## src/rtl/dmem_arb_pkg.sv

```systemverilog
// Shared types and constants for the data-memory arbiter.
// Build option: DMEM_ARB_RR_EN selects round-robin arbitration.
package dmem_arb_pkg;

  typedef enum logic [1:0] {
    ARB    = 2'd0,
    HOLD_A = 2'd1,
    HOLD_B = 2'd2
  } arbState_t;

  localparam logic [1:0] OWN_NONE = 2'd0;
  localparam logic [1:0] OWN_A    = 2'd1;
  localparam logic [1:0] OWN_B    = 2'd2;

  localparam logic [2:0] HOLD_MAX = 3'd4;

endpackage

```

## src/rtl/dmem_arb_sel.sv

```systemverilog
// Combinational request select: requests, state, pointer in; grants out.
// Build option: DMEM_ARB_RR_EN adds the round-robin pointer input.
module dmem_arb_sel
  import dmem_arb_pkg::*;
(
  input  logic       AReq,
  input  logic       BReq,
  input  logic [1:0] State,
`ifdef DMEM_ARB_RR_EN
  input  logic       RrPtr,
`endif
  output logic [1:0] Gnt
);

  // Grant vector: bit 0 = A, bit 1 = B; a hold locks out the other port
  always_comb begin
    Gnt = 2'b00;
    unique case (1'b1)
      (State == HOLD_A): Gnt[0] = AReq;
      (State == HOLD_B): Gnt[1] = BReq;
      default: begin
`ifdef DMEM_ARB_RR_EN
        if (AReq && BReq)
          Gnt = RrPtr ? 2'b10 : 2'b01;
        else
          Gnt = {BReq, AReq};
`else
        Gnt = {BReq & ~AReq, AReq};
`endif
      end
    endcase
  end

endmodule

```

## src/rtl/dmem_arbiter.sv

```systemverilog
// Two-port arbiter in front of a single-ported registered data memory.
// Build option: DMEM_ARB_RR_EN switches ARB from fixed to round-robin.
module dmem_arbiter
  import dmem_arb_pkg::*;
#(
  parameter int MEM_AW = 10
) (
  input  logic              Clk,
  input  logic              Reset,
  input  logic              AReq,
  input  logic              BReq,
  input  logic [31:0]       AAddr,
  input  logic [31:0]       BAddr,
  input  logic              AWrite,
  input  logic              BWrite,
  input  logic [31:0]       AWrData,
  input  logic [31:0]       BWrData,
  input  logic              ALock,
  input  logic              BLock,
  output logic              AGnt,
  output logic              BGnt,
  output logic              ARdValid,
  output logic              BRdValid,
  output logic [31:0]       ARdData,
  output logic [31:0]       BRdData,
  output logic              AAddrErr,
  output logic              BAddrErr,
  output logic [MEM_AW-1:0] MemAddr,
  output logic              MemWrite,
  output logic [31:0]       MemWrData,
  input  logic [31:0]       MemRdData
);

  arbState_t   stateQ, stateD;
  logic [2:0]  cntQ, cntD;
  logic [1:0]  ownerQ;
  logic        badQ;
  logic        aErrQ, bErrQ;
  logic [31:0] aDataQ, bDataQ;
  logic [1:0]  selGnt;
  logic        aBad, bBad;
  logic [31:0] rdWord;

`ifdef DMEM_ARB_RR_EN
  logic        ptrQ;
`endif

  assign aBad = (|AAddr[1:0]) | (|AAddr[31:MEM_AW+2]);
  assign bBad = (|BAddr[1:0]) | (|BAddr[31:MEM_AW+2]);

  dmem_arb_sel uSel (
    .AReq  (AReq),
    .BReq  (BReq),
    .State (stateQ),
`ifdef DMEM_ARB_RR_EN
    .RrPtr (ptrQ),
`endif
    .Gnt   (selGnt)
  );

  assign AGnt = selGnt[0] & ~Reset;
  assign BGnt = selGnt[1] & ~Reset;

  assign MemAddr   = BGnt ? BAddr[MEM_AW+1:2]
                          : AAddr[MEM_AW+1:2];
  assign MemWrData = BGnt ? BWrData : AWrData;
  assign MemWrite  = (AGnt & AWrite & ~aBad)
                   | (BGnt & BWrite & ~bBad);

  assign rdWord   = badQ ? 32'd0 : MemRdData;
  assign ARdValid = (ownerQ == OWN_A) & ~Reset;
  assign BRdValid = (ownerQ == OWN_B) & ~Reset;
  assign ARdData  = Reset    ? 32'd0
                  : ARdValid ? rdWord : aDataQ;
  assign BRdData  = Reset    ? 32'd0
                  : BRdValid ? rdWord : bDataQ;
  assign AAddrErr = aErrQ & ~Reset;
  assign BAddrErr = bErrQ & ~Reset;

  // Lock FSM: enter hold on a locked win, leave on unlock or timeout
  always_comb begin
    stateD = stateQ;
    cntD   = cntQ;
    unique case (stateQ)
      ARB: begin
        cntD = 3'd0;
        if (AGnt && ALock) begin
          stateD = HOLD_A;
          cntD   = 3'd1;
        end else if (BGnt && BLock) begin
          stateD = HOLD_B;
          cntD   = 3'd1;
        end
      end
      HOLD_A: begin
        if (!ALock || cntQ >= HOLD_MAX) begin
          stateD = ARB;
          cntD   = 3'd0;
        end else begin
          cntD = cntQ + 3'd1;
        end
      end
      HOLD_B: begin
        if (!BLock || cntQ >= HOLD_MAX) begin
          stateD = ARB;
          cntD   = 3'd0;
        end else begin
          cntD = cntQ + 3'd1;
        end
      end
      default: begin
        stateD = ARB;
        cntD   = 3'd0;
      end
    endcase
  end

  // State, in-flight load tag, error pulses and held read data
  always_ff @(posedge Clk) begin
    if (Reset) begin
      stateQ <= ARB;
      cntQ   <= 3'd0;
      ownerQ <= OWN_NONE;
      badQ   <= 1'b0;
      aErrQ  <= 1'b0;
      bErrQ  <= 1'b0;
      aDataQ <= 32'd0;
      bDataQ <= 32'd0;
    end else begin
      stateQ <= stateD;
      cntQ   <= cntD;
      if (AGnt && !AWrite)
        ownerQ <= OWN_A;
      else if (BGnt && !BWrite)
        ownerQ <= OWN_B;
      else
        ownerQ <= OWN_NONE;
      badQ  <= BGnt ? bBad : aBad;
      aErrQ <= AGnt & aBad;
      bErrQ <= BGnt & bBad;
      if (ARdValid)
        aDataQ <= rdWord;
      if (BRdValid)
        bDataQ <= rdWord;
    end
  end

`ifdef DMEM_ARB_RR_EN
  // Round-robin pointer moves to the port that lost
  always_ff @(posedge Clk) begin
    if (Reset)
      ptrQ <= 1'b0;
    else if (AGnt)
      ptrQ <= 1'b1;
    else if (BGnt)
      ptrQ <= 1'b0;
  end
`endif

endmodule

```

## config.mk

```make
export PLATFORM = sky130hd
export DESIGN_NAME = dmem_arbiter
export DESIGN_NICKNAME = d
export VERILOG_FILES = /design/src/rtl/dmem_arb_pkg.sv /design/src/rtl/dmem_arb_sel.sv /design/src/rtl/dmem_arbiter.sv
export SDC_FILE = /design/constraint.sdc
export NUM_CORES = 1
export LEC_CHECK = 0
export CAP_MARGIN = 10
export CORE_AREA = 2 2 108 110
export CTS_BUF_LIST = sky130_fd_sc_hd__clkbuf_4
export CTS_CLUSTER_DIAMETER = 50
export DETAILED_ROUTE_END_ITERATION = 8
export DIE_AREA = 0 0 110 112
export PLACE_DENSITY = 0.79
export SYNTH_ARGS = -nofsm -noshare
export SYNTH_HDL_FRONTEND = slang
export SYNTH_SLANG_ARGS = --single-unit
```

## constraint.sdc

```tcl
create_clock -name Clk -period 4.97 [get_ports Clk]
set_input_delay 0.497 -clock Clk [delete_from_list [all_inputs] [get_ports Clk]]
set_output_delay 0.497 -clock Clk [all_outputs]
set_load 0.02 [all_outputs]
```

==> results of run 1 <==
==> cell type report <==
cell class                 count  area [um2]  area share [%]
timing repair buffer         284        2850            43.1
multi-input combinational    373        1960            29.6
clock buffer                   9        67.6            1.02
tap                          143         179            2.70
clock inverter                 5        56.3           0.851
inverter                       6        22.5           0.340
sequential                    74        1480            22.4
==> metrics by stage <==
| step | cell area, um2 | cells | hold slack [ns] | power, mW | setup WS (ns) |
|---|---|---|---|---|---|
| 6_report | 6620 | 894 | 0.502 | 1.35 | 1.49 |
| 5_1_grt | 6620 | 894 | 0.529 | 1.42 | 1.31 |
| 4_1_cts | 6580 | 892 | 0.498 | 1.37 | 1.45 |
| 3_5_place_dp | 6450 | 878 | 0.478 | 1.01 | 1.70 |
| 3_3_place_gp | 6450 | 878 | 0.473 | 1.00 | 1.75 |
| 2_1_floorplan | 3600 | 487 | 0.504 | 0.769 | 2.73 |
==> sequential cells by signal, indices dropped and copies added (netlist names) <==
register	flops
stateQ	2
cntQ	3
bErrQ	1
badQ	1
aDataQ	32
ownerQ	2
bDataQ	32
aErrQ	1
==> where the power goes <==
part / switching [mW] / leakage, nW / internal, mW
registers: 0.0100 / 0.599 / 0.606
clock network: 0.206 / 0.0680 / 0.148
logic: 0.162 / 1.90 / 0.218
total: 0.377 / 2.56 / 0.972
==> worst max-delay path, delay by kind of cell, from the launching register on <==
family | cells | cell delay [ns]
buffers and inverters | 3 | 1.23
adders and majority gates | 1 | 0.30
AOI/OAI and AO/OA | 1 | 0.08
and+or+nand+nor | 3 | 0.53
DFF | 1 | 0.44
==> kinds of logic (layout without fill, tap and decap cells) <==
| family | after synthesis | in the layout | share of synthesized area, % |
|---|---|---|---|
| compound gates | 73 | 73 | 12.9 |
| fa+ha+maj | 5 | 5 | 1.74 |
| simple gates | 295 | 295 | 39.4 |
| buf+inv | 40 | 304 | 4.83 |
| flops | 74 | 74 | 41.2 |
==> metal layers <==
layer / up-vias / global-route usage [%] / share of wire [%] / routed length, um
met5: - / 0 / 0.085 / 12
met4: 2 / 9.62 / 2.6 / 364
met3: 22 / 6.32 / 8.7 / 1230
met2: 163 / 39.6 / 51 / 7260
met1: 1909 / 24.6 / 37 / 5260
li1: 2115 / - / - / -
==> cells in the mapped netlist (2+ instances only) <==
cell type | n | area [um2]
nand2_1 | 161 | 604
buf_1 | 5 | 18.8
nor2b_1 | 3 | 18.8
nand4_1 | 2 | 12.5
buf_2 | 7 | 35.0
inv_1 | 5 | 18.8
ha_1 | 5 | 62.6
and2_1 | 2 | 12.5
buf_4 | 4 | 30.0
o21ai_0 | 30 | 150
nor4_1 | 8 | 50.1
dfxtp_1 | 74 | 1480
nor4_4 | 2 | 42.5
clkbuf_1 | 18 | 67.6
nand2b_1 | 34 | 213
nand3_1 | 2 | 10.0
o21ai_1 | 3 | 15.0
o21a_1 | 32 | 240
nor2_1 | 41 | 154
nand3b_1 | 32 | 240
and3_1 | 2 | 12.5
==> worst max-delay path by stage <==
stage / end / slack, ns / cells after the start
2_1_floorplan: MemWrData[22] / 2.73 / 8
3_3_place_gp: MemWrData[2] / 1.75 / 7
3_5_place_dp: MemWrData[2] / 1.70 / 7
4_1_cts: MemWrData[2] / 1.45 / 8
5_1_grt: MemWrData[17] / 1.31 / 8
6_report: MemWrData[2] / 1.49 / 8
==> flow_summary.yaml, run 1 <==
job:
  maxCapViolCount: 0
sta:
  fmax_mhz: 287
  period_share_pct: 70.1
  period_needed_ns: 3.48
  hold_viol_final: 0
  fin_skew_ns: 0.0114
  tightestPinTransition_ns: 1.01
  rsz0062_at_grt: "false"
  drv_slew: 0
  tns_ns: 0
  slew_headroom_pct: 32.8
  setup_viol: 0
power:
  leakagePower_nw: 2.56
  ir_drop_v: 0.0000938
  powerDensity_nw_per_um2: 204
setup_path:
  cp-startpoint: "stateQ[0]$_SDFFE_PP0P_"
  critPathKind: "reg2out"
  slowest_stage: "clkdlybuf4s50_1"
  reg2reg_slack_ns: 2.80
  path_cells: "inv_1 > ha_1 > nor2_1 > o21ai_4 > inv_2 > nand2_1 > nand2_1 > clkdlybuf4s50_1"
  reg2reg_to: "cntQ[0]$_SDFF_PP0_"
  regToRegStartpoint: "stateQ[0]$_SDFFE_PP0P_"
  endpoint_kind: "output pin"
  cp.required_ns: 4.47
  max_stage_delay_ns: 0.62
  cpMostUsedCell: "nand2_1"
  cp_max_fo: 45
  startpoint_type: "flip-flop"
  ff2ff_path_depth: 7
  cp.arrival_ns: 2.99
global_routing:
  grt_pass1_wl_mm: 21.1
  gr-total-overflow: 0
  grt_start_max_net_pins: 74
  antenna_found_initial: 1
  grt_pass1_vias: 4183
  grtUsageTotal_pct: 22.4
floorplan:
  pin_count: 281
  die_height_um: 112
  placementRows: 39
  start_util_pct: 32.2
  die_w_um: 110
  die_area_um2: 12300
  core_region_area_um2: 11200
cts:
  cts_buffer_depth: 2
  cts_hold_buf: 0
  ctsResizeCount: 0
  clk_latency_ns: 0.40
  cts_tree: "done"
  post_cts_buffers: 0
  clkTransAtPathRegs_ns: 0.12
  cts_buffers: 9
  cts_root_buf: "clkbuf_4"
  clock_sinks: 74
  htreeDepth: 3
status:
  status: "finished clean"
routing:
  drtAntennaViolNets: 0
  wl_per_cell_um: 15.8
  drt-initial-drc-count: 225
  first_pass_iters: 4
  routed_wirelength_mm: 14.1
  viasPerCell: 4.71
  vias: 4211
  drc: 0
logic_synthesis:
  ys_ff_latch: 74
  synth-seq-area-share_pct: 41.2
  ys_async_sr_fraction_pct: 0
  synth_cells: 487
  synth_ff_type: "dfxtp_1"
  synth.distinct_cells: 36
  ys_warn_count: 0
  syn_avg_cell_area_um2: 7.39
  synth-edff-count: 0
  syn_nets: 660
  synthesis.area_um2: 3600
cells_and_area:
  final_common_cell: "clkdlybuf4s50_1"
  diodes: 0
  final_util_pct: 59.2
  nFillCells: 1016
  syn_to_final_growth_pct: 83.8
  drive_above_1_share_pct: 3.60
  final_cell_mix: "clkdlybuf4s50_1, nand2_1, dfxtp_1, nor2_1, nand2b_1"
  finalNetCount: 921
placement:
  portBuffers: 280
  dp_hpwl_mm: 11.2
  gp_congestion: 0.862
worst_hold_path:
  whs_path_depth: 2
  worstHoldStart: "aDataQ[29]$_DFF_P_"
  holdCritPathClass: "reg2reg"
  hold_end: "aDataQ[29]$_DFF_P_"
(Power assumes the default switching activity.)
==> inputs of run 2 (changes only) <==
--- a/config.mk
+++ b/config.mk
@@ -6,11 +6,11 @@
 export NUM_CORES = 1
 export LEC_CHECK = 0
 export CAP_MARGIN = 10
-export CORE_AREA = 2 2 108 110
+export CORE_MARGIN = 2
+export CORE_UTILIZATION = 31
 export CTS_BUF_LIST = sky130_fd_sc_hd__clkbuf_4
 export CTS_CLUSTER_DIAMETER = 50
 export DETAILED_ROUTE_END_ITERATION = 8
-export DIE_AREA = 0 0 110 112
 export PLACE_DENSITY = 0.79
 export SYNTH_ARGS = -nofsm -noshare
 export SYNTH_HDL_FRONTEND = slang
==> constraint.sdc (replaced) <==
create_clock -name Clk -period 2.9 [get_ports Clk]
set_input_delay 0.29 -clock Clk [delete_from_list [all_inputs] [get_ports Clk]]
set_output_delay 0.29 -clock Clk [all_outputs]
set_load 0.02 [all_outputs]
==> run 2 against run 1 <==
Sequential cell count unchanged. Sequential share of layout area down 0.28 points. Largest power group unchanged. Utilization down 0.22 points. Clock skew up 0.0058 ns. Largest cell class unchanged. Non-clock buffer count up 4. Via count up 1.4%.
==> flow_summary.yaml, run 2 (synthesis results as in run 1) <==
setup_path:
  cp.arrival_ns: 2.49
  path_cells: "inv_1 > ha_1 > and2_1 > o21ai_4 > inv_2 > buf_12 > a32o_1 > dlygate4sd2_1"
  max_stage_delay_ns: 0.40
  cp.required_ns: 2.61
  startpoint_type: "flip-flop"
  critPathKind: "reg2out"
  endpoint_kind: "output pin"
  slowest_stage: "dfxtp_1"
  cp_max_fo: 45
placement:
  placed_cells: 884
  gp_congestion: 0.996
  portBuffers: 280
  dp_hpwl_mm: 11.7
cts:
  cts_hold_buf: 0
  clkTransAtPathRegs_ns: 0.12
  cts_tree: "done"
  clock_sinks: 74
  cts_buffers: 9
  cts_buffer_depth: 2
  htreeDepth: 3
  cts_root_buf: "clkbuf_4"
  clk_latency_ns: 0.41
power:
  ir_drop_v: 0.000294
  p_sw_share_pct: 26.2
  power_frac_clock_pct: 32.0
  seqPwrFrac_pct: 42.0
  p_int_mw: 1.83
  powerDensity_nw_per_um2: 371
  leakagePower_nw: 2.80
  combPwrFrac_pct: 26.0
  power.switching_mw: 0.652
floorplan:
  placementRows: 39
  pin_count: 281
  die_height_um: 112
  die_w_um: 112
  core_region_area_um2: 11400
  die_area_um2: 12500
  start_util_pct: 31.7
job:
  maxCapViolCount: 0
sta:
  tightestPinTransition_ns: 0.424
  setup_viol: 0
  period_share_pct: 96.0
  period_needed_ns: 2.78
  drv_slew: 0
  rsz0062_at_grt: "false"
  fin_skew_ns: 0.0172
  slew_headroom_pct: 71.8
  hold_viol_final: 0
  fmax_mhz: 359
  tns_ns: 0
routing:
  wl_per_cell_um: 16.3
  vias: 4268
  first_pass_iters: 4
  viasPerCell: 4.75
  drt-initial-drc-count: 167
  drtAntennaViolNets: 0
  drc: 0
  routed_wirelength_mm: 14.6
global_routing:
  grt_start_max_net_pins: 66
  grtUsageTotal_pct: 22.7
  gr-total-overflow: 0
  grt_pass1_wl_mm: 22.6
  antenna_found_initial: 0
  grt_pass1_vias: 4303
cells_and_area:
  drive_above_1_share_pct: 4.76
  top_regs: "aDataQ x32, bDataQ x32, cntQ x3"
  stdcell_count: 899
  diodes: 0
  finalNetCount: 925
  nFillCells: 1049
  syn_to_final_growth_pct: 86.3
  final_cell_mix: "clkdlybuf4s50_1, nand2_1, dfxtp_1, nor2_1, dlygate4sd2_1"
  final_common_cell: "clkdlybuf4s50_1"
worst_hold_path:
  holdCritPathClass: "in2reg"
status:
  status: "finished clean"
## run 2: cell count changes in the layout (fill, tap and decap cells not counted), moves of 3 or more
| cell | previous run | this run |
|---|---|---|
| dlymetal6s2s_1 | 0 | 9 |
| buf_4 | 2 | 5 |
| o21ai_0 | 30 | 25 |
| dlygate4sd2_1 | 0 | 35 |
| o21ai_1 | 2 | 7 |
| clkdlybuf4s50_1 | 279 | 232 |
## run 2: per-layer routing
layer,up-vias,global-route usage [%],part of all wire (%)
met5,-,0,0
met4,0,12.5,4.6
met3,37,5.12,7.2
met2,197,39.6,49
met1,1911,25.6,39
li1,2123,-,-
## run 2: power groups by stage
stage	registers [mW]	logic, mW	clock network [mW]
global placement	1.07	0.667	0
global route	1.05	0.688	0.863
floorplan	1.07	0.252	0
finish	1.05	0.646	0.795
detailed placement	1.07	0.674	0
CTS	1.05	0.651	0.821
## run 2: repair_timing
| action | in CTS | in global routing |
|---|---|---|
| setup buffers | 0 | 0 |
| setup endpoints to repair | 40 | 26 |
| resized for setup | 39 | 16 |
| endpoints found under the hold margin | 0 | 0 |
## run 2: final timing paths
path	from	slack (ns)	depth (start not counted)	endpoint
max reg2reg	stateQ[1]$_SDFFE_PP0P_	1.05	8	cntQ[0]$_SDFF_PP0_
min	Reset	0.35	4	ownerQ[0]$_SDFF_PP0_
min reg2reg	aDataQ[30]$_DFF_P_	0.50	2	aDataQ[30]$_DFF_P_
max	stateQ[1]$_SDFFE_PP0P_	0.12	8	MemWrite
## run 2: final cells by class
cell class              count  area [um2]  share of cell area (%)
clock buffers              10        75.1                    1.12
clock inverters             5         104                    1.55
inverters                   6        22.5                   0.336
multi-input cells         373        1960                    29.2
flip-flops and latches     74        1480                    22.1
well taps                 143         179                    2.67
repair buffers            288        2890                    43.0
## run 2: critical path: cells and delay by family (launching register included)
family | cells | cell delay [ns]
adder cells (fa/ha/maj) | 1 | 0.29
AO/OA/AOI/OAI | 2 | 0.51
buffers and inverters | 4 | 0.67
AND/OR/NAND/NOR | 1 | 0.19
flip-flops | 1 | 0.40
## run 2: stage by stage
step | total power, mW | instance area (um2) | worst slack (ns) | hold WS [ns] | utilization, %
2_1_floorplan | 1.32 | 3600 | 0.866 | 0.362 | -
3_3_place_gp | 1.73 | 6530 | 0.256 | 0.470 | 57.4
3_5_place_dp | 1.74 | 6530 | 0.200 | 0.484 | 57.4
4_1_cts | 2.52 | 6680 | 0.00357 | 0.347 | 58.8
5_1_grt | 2.60 | 6710 | 0.0332 | 0.379 | 59.0
6_report | 2.49 | 6710 | 0.116 | 0.346 | 59.0
